[src/rtl/ahb_slave_mem_pkg.sv]
// Shared AHB definitions for the slave memory: transfer/response codes,
// bus widths, FSM state encoding and the slave-window legality check.
package ahb_slave_mem_pkg;

    localparam int unsigned HADDR_W = 16;
    localparam int unsigned HDATA_W = 32;
    localparam int unsigned WIN_W   = 13;

    typedef enum logic [1:0] {
        HTRANS_IDLE   = 2'b00,
        HTRANS_BUSY   = 2'b01,
        HTRANS_NONSEQ = 2'b10,
        HTRANS_SEQ    = 2'b11
    } htrans_e;

    typedef enum logic [1:0] {
        HRESP_OKAY  = 2'b00,
        HRESP_ERROR = 2'b01,
        HRESP_RETRY = 2'b10,
        HRESP_SPLIT = 2'b11
    } hresp_e;

    typedef enum logic [2:0] {
        ST_IDLE = 3'd0,
        ST_WAIT = 3'd1,
        ST_DATA = 3'd2,
        ST_ERR1 = 3'd3,
        ST_ERR2 = 3'd4
    } state_e;

    // Illegal when misaligned or when any window bit above the word offset is set.
    function automatic logic addr_illegal(input logic [WIN_W-1:0] win, input int unsigned mem_aw);
        logic [WIN_W-1:0] hi;
        hi = win >> (mem_aw + 2);
        return (win[1:0] != 2'b00) || (hi != '0);
    endfunction

endpackage

[src/rtl/ahb_slave_mem_array.sv]
// Word memory for the AHB slave: 2**AW x DW registers, async clear,
// one synchronous write port and one combinational read port.
//   clk, rst_n        : clock, async active-low clear of all words
//   we, waddr, wdata  : write port (captured on rising edge)
//   raddr, rdata_c    : combinational read port
module ahb_slave_mem_array #(
    parameter int unsigned AW = 4,
    parameter int unsigned DW = 32
) (
    input  logic          clk,
    input  logic          rst_n,
    input  logic          we,
    input  logic [AW-1:0] waddr,
    input  logic [DW-1:0] wdata,
    input  logic [AW-1:0] raddr,
    output logic [DW-1:0] rdata_c
);

    localparam int unsigned DEPTH = 1 << AW;

    logic [DW-1:0] mem [DEPTH];

    // Storage with whole-array clear on reset.
    always_ff @(posedge clk or negedge rst_n) begin
        if (!rst_n) begin
            for (int i = 0; i < int'(DEPTH); i++) begin
                mem[i] <= '0;
            end
        end else if (we) begin
            mem[waddr] <= wdata;
        end
    end

    assign rdata_c = mem[raddr];

endmodule

[src/rtl/ahb_slave_mem.sv]
// AHB slave with a small word memory, programmable wait states and a
// two-cycle ERROR response for misaligned or out-of-window accesses.
//   clk, rst                 : bus clock, async active-low reset
//   hsel_i, haddr_i,
//   htrans_i, hwrite_i       : address phase from master/decoder
//   hready_i                 : bus-wide ready qualifying the address phase
//   hwdata_i                 : write data (data phase)
//   hrdata_o, hready_o,
//   hresp_o                  : data-phase response to the return mux
module ahb_slave_mem
    import ahb_slave_mem_pkg::*;
#(
    parameter int unsigned MEM_AW      = 4,
    parameter int unsigned WAIT_STATES = 1
) (
    input  logic               clk,
    input  logic               rst,
    input  logic               hsel_i,
    input  logic [HADDR_W-1:0] haddr_i,
    input  logic [1:0]         htrans_i,
    input  logic               hwrite_i,
    input  logic [HDATA_W-1:0] hwdata_i,
    input  logic               hready_i,
    output logic [HDATA_W-1:0] hrdata_o,
    output logic               hready_o,
    output logic [1:0]         hresp_o
);

    localparam int unsigned CNT_W = 3;

    state_e              state, state_next;
    logic [CNT_W-1:0]    cnt, cnt_next;
    logic [MEM_AW-1:0]   offset, offset_next;
    logic                write_q, write_next;
    logic                accept_c, illegal_c, we_c;
    logic                ready_next;
    hresp_e              resp_next;
    logic [HDATA_W-1:0]  hrdata_next, mem_rdata_c;
    logic                unused_bits;

    // Upper address bits are decoded externally; htrans_i[0] only separates NONSEQ/SEQ.
    assign unused_bits = ^{haddr_i[HADDR_W-1:WIN_W], htrans_i[0]};

    assign accept_c  = hsel_i && htrans_i[1] && hready_i &&
                       (state == ST_IDLE || state == ST_DATA || state == ST_ERR2);
    assign illegal_c = addr_illegal(haddr_i[WIN_W-1:0], MEM_AW);
    assign we_c      = (state == ST_DATA) && write_q;

    ahb_slave_mem_array #(
        .AW (MEM_AW),
        .DW (HDATA_W)
    ) u_array (
        .clk     (clk),
        .rst_n   (rst),
        .we      (we_c),
        .waddr   (offset),
        .wdata   (hwdata_i),
        .raddr   (offset_next),
        .rdata_c (mem_rdata_c)
    );

    // State, transfer context and registered outputs.
    always_ff @(posedge clk or negedge rst) begin
        if (!rst) begin
            state    <= ST_IDLE;
            cnt      <= '0;
            offset   <= '0;
            write_q  <= 1'b0;
            hready_o <= 1'b1;
            hresp_o  <= HRESP_OKAY;
            hrdata_o <= '0;
        end else begin
            state    <= state_next;
            cnt      <= cnt_next;
            offset   <= offset_next;
            write_q  <= write_next;
            hready_o <= ready_next;
            hresp_o  <= resp_next;
            hrdata_o <= hrdata_next;
        end
    end

    // Next state; IDLE, DATA and ERR2 all share the accept rules.
    always_comb begin
        state_next  = state;
        cnt_next    = cnt;
        offset_next = offset;
        write_next  = write_q;
        unique case (state)
            ST_IDLE, ST_DATA, ST_ERR2: begin
                if (accept_c) begin
                    offset_next = haddr_i[MEM_AW+1:2];
                    write_next  = hwrite_i;
                    if (illegal_c) begin
                        state_next = ST_ERR1;
                    end else if (WAIT_STATES > 0) begin
                        state_next = ST_WAIT;
                        cnt_next   = CNT_W'(WAIT_STATES - 1);
                    end else begin
                        state_next = ST_DATA;
                    end
                end else begin
                    state_next = ST_IDLE;
                end
            end
            ST_WAIT: begin
                if (cnt == '0) begin
                    state_next = ST_DATA;
                end else begin
                    cnt_next = cnt - CNT_W'(1);
                end
            end
            ST_ERR1: state_next = ST_ERR2;
            default: state_next = ST_IDLE;
        endcase
    end

    // Next output values, derived from the state being entered.
    always_comb begin
        ready_next  = 1'b1;
        resp_next   = HRESP_OKAY;
        hrdata_next = hrdata_o;
        unique case (state_next)
            ST_WAIT: ready_next = 1'b0;
            ST_ERR1: begin
                ready_next = 1'b0;
                resp_next  = HRESP_ERROR;
            end
            ST_ERR2: resp_next = HRESP_ERROR;
            default: ;
        endcase
        // Read data loads on entry to DATA; a same-edge write to that word is forwarded.
        if (state_next == ST_DATA && !write_next) begin
            hrdata_next = (we_c && offset == offset_next) ? hwdata_i : mem_rdata_c;
        end
    end

endmodule
[config.mk]
export PLATFORM = sky130hd
export DESIGN_NAME = ahb_slave_mem
export DESIGN_NICKNAME = d
export VERILOG_FILES = /design/src/rtl/ahb_slave_mem_pkg.sv /design/src/rtl/ahb_slave_mem_array.sv /design/src/rtl/ahb_slave_mem.sv
export SDC_FILE = /design/constraint.sdc
export NUM_CORES = 1
export LEC_CHECK = 0
export CAP_MARGIN = 20
export CORE_MARGIN = 2
export CORE_UTILIZATION = 45
export DETAILED_ROUTE_END_ITERATION = 8
export GPL_TIMING_DRIVEN = 0
export HOLD_SLACK_MARGIN = 0.12
export PLACE_DENSITY = 0.68
export SLEW_MARGIN = 20
export SYNTH_ARGS = -nofsm -noshare
export SYNTH_HDL_FRONTEND = slang
export SYNTH_HIERARCHICAL = 1
export SYNTH_SLANG_ARGS = --single-unit
[constraint.sdc]
create_clock -name clk -period 2.6 [get_ports clk]
set_input_delay 0.78 -clock clk [delete_from_list [all_inputs] [get_ports clk]]
set_output_delay 0.78 -clock clk [all_outputs]
set_load 0.01 [all_outputs]
# Word-level counts from Yosys, hierarchy flattened
# Index checks and enable logic that the tools add are counted.
# W data, S select, Z words.
dict set report op_classes {
  n_bitwise 2
  magnitude_cmp 3
  reduce_logical 20
  addsub 1
  n_mux 21
  n_eq_ne 12
}
# op count
set ops {}
lappend ops {{$bwmux W512} 1}
lappend ops {{$bmux W32 S4} 1}
lappend ops {{$demux W32 S4} 1}
lappend ops {{$mux W32} 4}
lappend ops {{$mux W3} 5}
lappend ops {{$reduce_bool A13 Y1} 1}
lappend ops {{$eq A3 B2 Y1 const B} 4}
lappend ops {{$ge A5 B5 Y1 const B} 2}
lappend ops {{$not A4 Y5} 2}
lappend ops {{$pmux W3 S3} 1}
lappend ops {{$mux W4} 2}
lappend ops {{$logic_and A1 B1 Y1} 7}
lappend ops {{$eq A3 B1 Y1 const B} 2}
lappend ops {{$eq A3 B3 Y1 const B} 2}
lappend ops {{$logic_not A3 Y1} 2}
lappend ops {{$ne A2 B2 Y1 const B} 3}
lappend ops {{$pmux W3 S2} 1}
lappend ops {{$lt A5 B1 Y1 const B} 1}
lappend ops {{$eq A4 B4 Y1} 1}
lappend ops {{$mux W1} 4}
lappend ops {{$reduce_and A4 Y1} 1}
lappend ops {{$reduce_bool A2 Y1} 2}
lappend ops {{$reduce_or A2 Y1} 2}
lappend ops {{$logic_or A1 B1 Y1} 3}
lappend ops {{4 further kinds} 4}
dict set report word_totals {
  wordCells 82
  reg_bits 558
}

# Longest topological paths before layout
dict set report logic_depth {
  word_depth 11
  depth_mapped 10
}

# By module
# The synthesis kept the hierarchy.
# mod seq_area_each_um2 area_per_inst_um2 instances cells_each
set by_module_without_submodules {}
lappend by_module_without_submodules {ahb_slave_mem_array 12812.3 22774.3 1 1404}
lappend by_module_without_submodules {ahb_slave_mem 1127.3 1924.3 1 120}

# Least setup slack after synthesis
# Ideal clock, no wire load.
dict set report synth_path {
  path_kind {input-to-reg}
  from {in hready_i}
  to {reg hrdata_o[0]}
  arrival_ns 2.972
  stages 10
  setup_slack_ns -0.497
  path_buffers 3
  path_cell_list {nand4b_1 -> a21o_1 -> buf_2 -> mux2_2 -> buf_2 -> buf_2 -> mux4_2 -> a22oi_1 -> nand2_1 -> mux2_4}
}
dict set report synth_between {
  elab_chain_len 9
}
# item line_no
set synth_lines {}
lappend synth_lines {{from (decl)} ahb_slave_mem.sv:23} ;# input logic hready_i,
lappend synth_lines {{$logic_and A1 B1 Y1 (2 in a row)} ahb_slave_mem.sv:44} ;# assign accept_c = hsel_i && htrans_i[1] && hready_i &&
lappend synth_lines {{$mux W4} ahb_slave_mem.sv:91} ;# if (accept_c) begin
lappend synth_lines {{$mux W4} ahb_slave_mem.sv:89} ;# unique case (state)
lappend synth_lines {{via offset_next[0]} ahb_slave_mem.sv:33} ;# logic [MEM_AW-1:0] offset, offset_next;
lappend synth_lines {{$not A4 Y5 (not written as such)} ahb_slave_mem_array.sv:34} ;# assign rdata_c = mem[raddr];
lappend synth_lines {{$bmux W32 S4} ahb_slave_mem_array.sv:34}
lappend synth_lines {{$mux W32 (not written as such) (2 in a row)} ahb_slave_mem_array.sv:34}
lappend synth_lines {{via mem_rdata_c[0]} ahb_slave_mem.sv:38} ;# logic [HDATA_W-1:0] hrdata_next, mem_rdata_c;
lappend synth_lines {{$mux W32} ahb_slave_mem.sv:134} ;# hrdata_next = (we_c && offset == offset_next) ? hwdata_i : mem_rdata_c;
lappend synth_lines {{to (signal assigned)} ahb_slave_mem.sv:79} ;# hrdata_o <= hrdata_next;
lappend synth_lines {{to (decl)} ahb_slave_mem.sv:24} ;# output logic [HDATA_W-1:0] hrdata_o,
# The timed path passes the listed nets, and every way through them passes these cells. The select of a mux whose other input is x is not followed.
# A chain may end at the register's enable or synchronous reset.

# Worst setup path after layout
dict set report layout_path {
  from {reg state[0]}
  to {reg hrdata_o[10]}
}
dict set report layout_between {
  elab_chain_len 11
}
# item line_no
set layout_lines {}
lappend layout_lines {{from (decl)} ahb_slave_mem.sv:31} ;# state_e state, state_next;
lappend layout_lines {{from (signal assigned)} ahb_slave_mem.sv:73} ;# state <= state_next;
lappend layout_lines {{$eq A3 B2 Y1 / $logic_not A3 Y1 (equally long branches)} {ahb_slave_mem.sv:45, ahb_slave_mem.sv:89}}
lappend layout_lines {{$logic_or A1 B1 Y1 (2 in a row)} ahb_slave_mem.sv:45} ;# (state == ST_IDLE || state == ST_DATA || state == ST_ERR2);
lappend layout_lines {{$logic_and A1 B1 Y1} ahb_slave_mem.sv:44}
lappend layout_lines {{$mux W4} ahb_slave_mem.sv:91}
lappend layout_lines {{$mux W4 (*)} ahb_slave_mem.sv:89}
lappend layout_lines {{via offset_next[0]} ahb_slave_mem.sv:33}
lappend layout_lines {{$not A4 Y5 (not written as such) (*)} ahb_slave_mem_array.sv:34}
lappend layout_lines {{$bmux W32 S4 (*)} ahb_slave_mem_array.sv:34}
lappend layout_lines {{$mux W32 (not written as such) (*) (2 in a row)} ahb_slave_mem_array.sv:34}
lappend layout_lines {{via mem_rdata_c[10]} ahb_slave_mem.sv:38}
lappend layout_lines {{$mux W32 (*)} ahb_slave_mem.sv:134}
# Mark *: on every way through the listed nets, which the timed path passes. The rest lies on a longest branch. The select of a mux whose other input is x is not followed.

==> run_results.csv <==
group,metric,value,unit
critical_path,critPathBufInv,3,
clocking,htree_levels,2,
synth,postSynthAreaPerCell,16.2,um2
critical_path,crit_path_end_kind,"register",
drt,drt_first_pass_iters,5,
timing,worstMarginPinSlew,756,ps
layout,seqCellArea,13900,um2
critical_path,slowest_delay,450,ps
critical_path,critical-path-top-delay-family,"multiplexers",
critical_path,crit_path_cell_trace,"nand4b_1 -> a21o_1 -> buf_6 -> mux2_4 -> clkbuf_16 -> buf_16 -> mux4_2 -> a22oi_2 -> nand2_1 -> mux2_4",
status,violations,"negative setup slack",
pwr,p_comb_frac,0.358,
critical_path,critPathLaunchType,"register",
floorplanning,initial_core_util,0.457,
pwr,p_clk_frac,0.239,
layout,syn_to_final_growth,19.6,%
synth,synth_edf_count,0,
layout,fin_area,29500,um2
synth,netlist_instances,1524,
placed_design,placed_cell_area,26700,um2
placed_design,gp_congestion,0.818,
pwr,internal_power,23600,uW
floorplanning,num_io_pins,90,
timing,finClkSkew,20.1,ps
floorplanning,fp.dieH,238,um
clocking,clock_latency,610,ps
clocking,cts_root_buf,"clkbuf_16",
layout,multi_input_area,10500,um2
run,cap_violations,0,
floorplanning,die_w,238,um
clocking,cts.sinks,557,
synth,ys_types,37,
critical_path,crit_type,"register to register",
drt,via_count,14300,
clocking,cts_tree,"yes",
timing,period_share,1.11,
clocking,numCtsBuffers,57,
pwr,netSwitchingFraction,0.303,
global_route,grt_pass1_vias,15300,
drt,drt_first_iter_violations,1122,
pwr,sequentialPowerShare,0.403,
pwr,leakagePower,0.0137,uW
layout,nFillCells,4255,
drt,viasPerCell,5.86,
synth,synth_nets,1581,
global_route,grt_max_degree,107,
floorplanning,rows,85,
placed_design,dp_worst_setup_slack,-1360,ps
synth,yosysWarnings,6,
pwr,p_switching,10300,uW
critical_path,crit_slowest_cell,"mux4_2",
placed_design,dp_hpwl,39600,um
layout,layout.nets,1752,
global_route,grt_pass1_wl,96800,um
timing,slew_headroom,0.496,
synth,syn_area,24700,um2
timing,grt_setup_unrepaired,"yes",
timing,clock.fmax,0.348,GHz
critical_path,cp_max_fo,7,
timing,period_minus_slack,2870,ps
synth,yosysSeqAreaShare,0.564,
synth,synth_commonest_cells,"dfrtp_1, mux2_2, mux4_2",
drt,drc,0,
critical_path,worstPathRequired,3100,ps
timing,hold_viol_final,0,
hold_path,hp-class,"input pin to asynchronous set/reset pin",
global_route,grt_util_all_layers,0.230,
placed_design,port_buffers,84,
synth,synthTopCellsByArea,"dfrtp_1, mux2_2, mux4_2",
layout,antennaDiodeCount,0,
timing,drv_slew,0,
pwr,irDropWorstVdd,0.627,mV
synth,synth.top_cell.area_share,0.563,
clocking,ctsHoldBuffers,0,
drt,final_antenna_net_count,0,
critical_path,cp.arrival,3380,ps
timing,setup_violations,32,
clocking,clk_pin_slew_worst_paths,60,ps
synth,synthArstFlopShare,1.00,
synth,yosysTopAreaCell,"dfrtp_1",
clocking,cts_buffer_depth,3,
drt,routed_wl,63300,um
critical_path,cpMostUsedCell,"mux2_4",
status,status,"finished, violations left",
synth,ys_seq_elements,557,
timing,finalWorstSetupSlack,-275,ps
drt,wl_per_cell,26.0,um
synth,synth.most_common_cell,"dfrtp_1",
floorplanning,floorplan.die_area,56800,um2
global_route,antenna_found_initial,1,
global_route,gr-total-overflow,0,
floorplanning,core_area,54000,um2
pwr,cellPowerDensity,1150,nW/um2
synth,synth_ff_type,"dfrtp_1",
layout,drive_gt1_frac,0.548,
-- layer usage --
metal	vias to the layer above	part of all wire	track usage
met5	-	0.00022	0
li1	6021	-	-
met3	106	0.055	0.0351
met4	2	0.028	0.0733
met2	391	0.47	0.367
met1	7747	0.44	0.326
-- metrics by stage --
stage	total power, uW	hold slack (ps)	TNS [ps]	cells	util
after floorplan	20700	459	-6990	1524	-
after detailed placement	24300	490	-186250	2309	0.495
final	33800	178	-5230	2433	0.547
after global routing	35500	252	-7770	2433	0.547
after global placement	23800	472	-	2304	0.492
after CTS	34000	211	-4920	2432	0.546
-- state kept, by name, indices dropped and copies added, names as in the netlist --
register     cells
offset           4
hresp_o          1
cnt              3
hrdata_o        32
u_array/mem    512
state            3
hready_o         1
write_q          1
-- placed cells by master, fill, tap and decap left out, drive strengths merged, types with 2 or more instances in the layout --
cell type      count
nand2             37
a22oi             64
nand2b             5
clkbuf           151
nor3               8
mux4             128
nand3              3
nor2               9
nor4               2
ha                 2
or3                2
o22ai              3
clkdlybuf4s50     80
dlygate4sd2        3
dfrtp            556
nor2b              2
buf               96
inv                5
bufinv             3
nand3b             3
mux2             550
clkinv            12
-- cells by family (layout without fill, tap and decap cells) --
| kind of cell | after synthesis | after routing | synth area share |
|---|---|---|---|
| xor gates and xnor gates | 1 | 1 | 0.000355 |
| buffers and inverters | 137 | 350 | 0.0251 |
| other | 1 | 1 | 0.000152 |
| AOI/OAI and AO/OA | 70 | 70 | 0.0210 |
| muxes | 679 | 679 | 0.372 |
| adders and majority gates | 2 | 2 | 0.00101 |
| DFF | 557 | 557 | 0.564 |
| and+or+nand+nor | 77 | 77 | 0.0155 |
-- path summary, 6_finish.rpt --
path / start / end / slack, ps / depth (start not counted)
min in group clk: u_array/mem[57]$_DFFE_PN0P_ / u_array/mem[57]$_DFFE_PN0P_ / 500 / 1
worst min-delay path: rst / u_array/mem[8]$_DFFE_PN0P_ / 180 / 1
worst max-delay path: state[0]$_DFF_PN0_ / hrdata_o[10]$_DFFE_PN0P_ / -270 / 10
worst max register to register: state[0]$_DFF_PN0_ / hrdata_o[10]$_DFFE_PN0P_ / -270 / 10
worst min register to register: u_array/mem[57]$_DFFE_PN0P_ / u_array/mem[57]$_DFFE_PN0P_ / 500 / 1
max in group asynchronous: rst / u_array/mem[503]$_DFFE_PN0P_ / 470 / 4
-- timing repair --
action / 4_1_cts / 5_1_grt
setup endpoints to repair: 524 / 55
gates cloned: 10 / 0
buffers inserted: 12 / 5
pin swaps: 27 / 19
gates resized for setup: 136 / 19
-- power groups by stage --
stage | sequential, uW | clock (uW) | combinational (uW)
2_1_floorplan | 13300 | 0 | 7430
3_3_place_gp | 13600 | 0 | 10200
3_5_place_dp | 13700 | 0 | 10500
4_1_cts | 13600 | 8250 | 12100
5_1_grt | 14000 | 8620 | 12800
6_report | 13700 | 8080 | 12100
-- cell type report --
class                      count  area share
inverter                       4    0.000508
clock buffer                  85      0.0563
tap                          696      0.0295
sequential                   557       0.472
clock inverter                16     0.00576
multi-input combinational    830       0.355
buffer                       133      0.0352
timing repair buffer         112      0.0462
No activity file was read; power rests on OpenSTA's default activity.
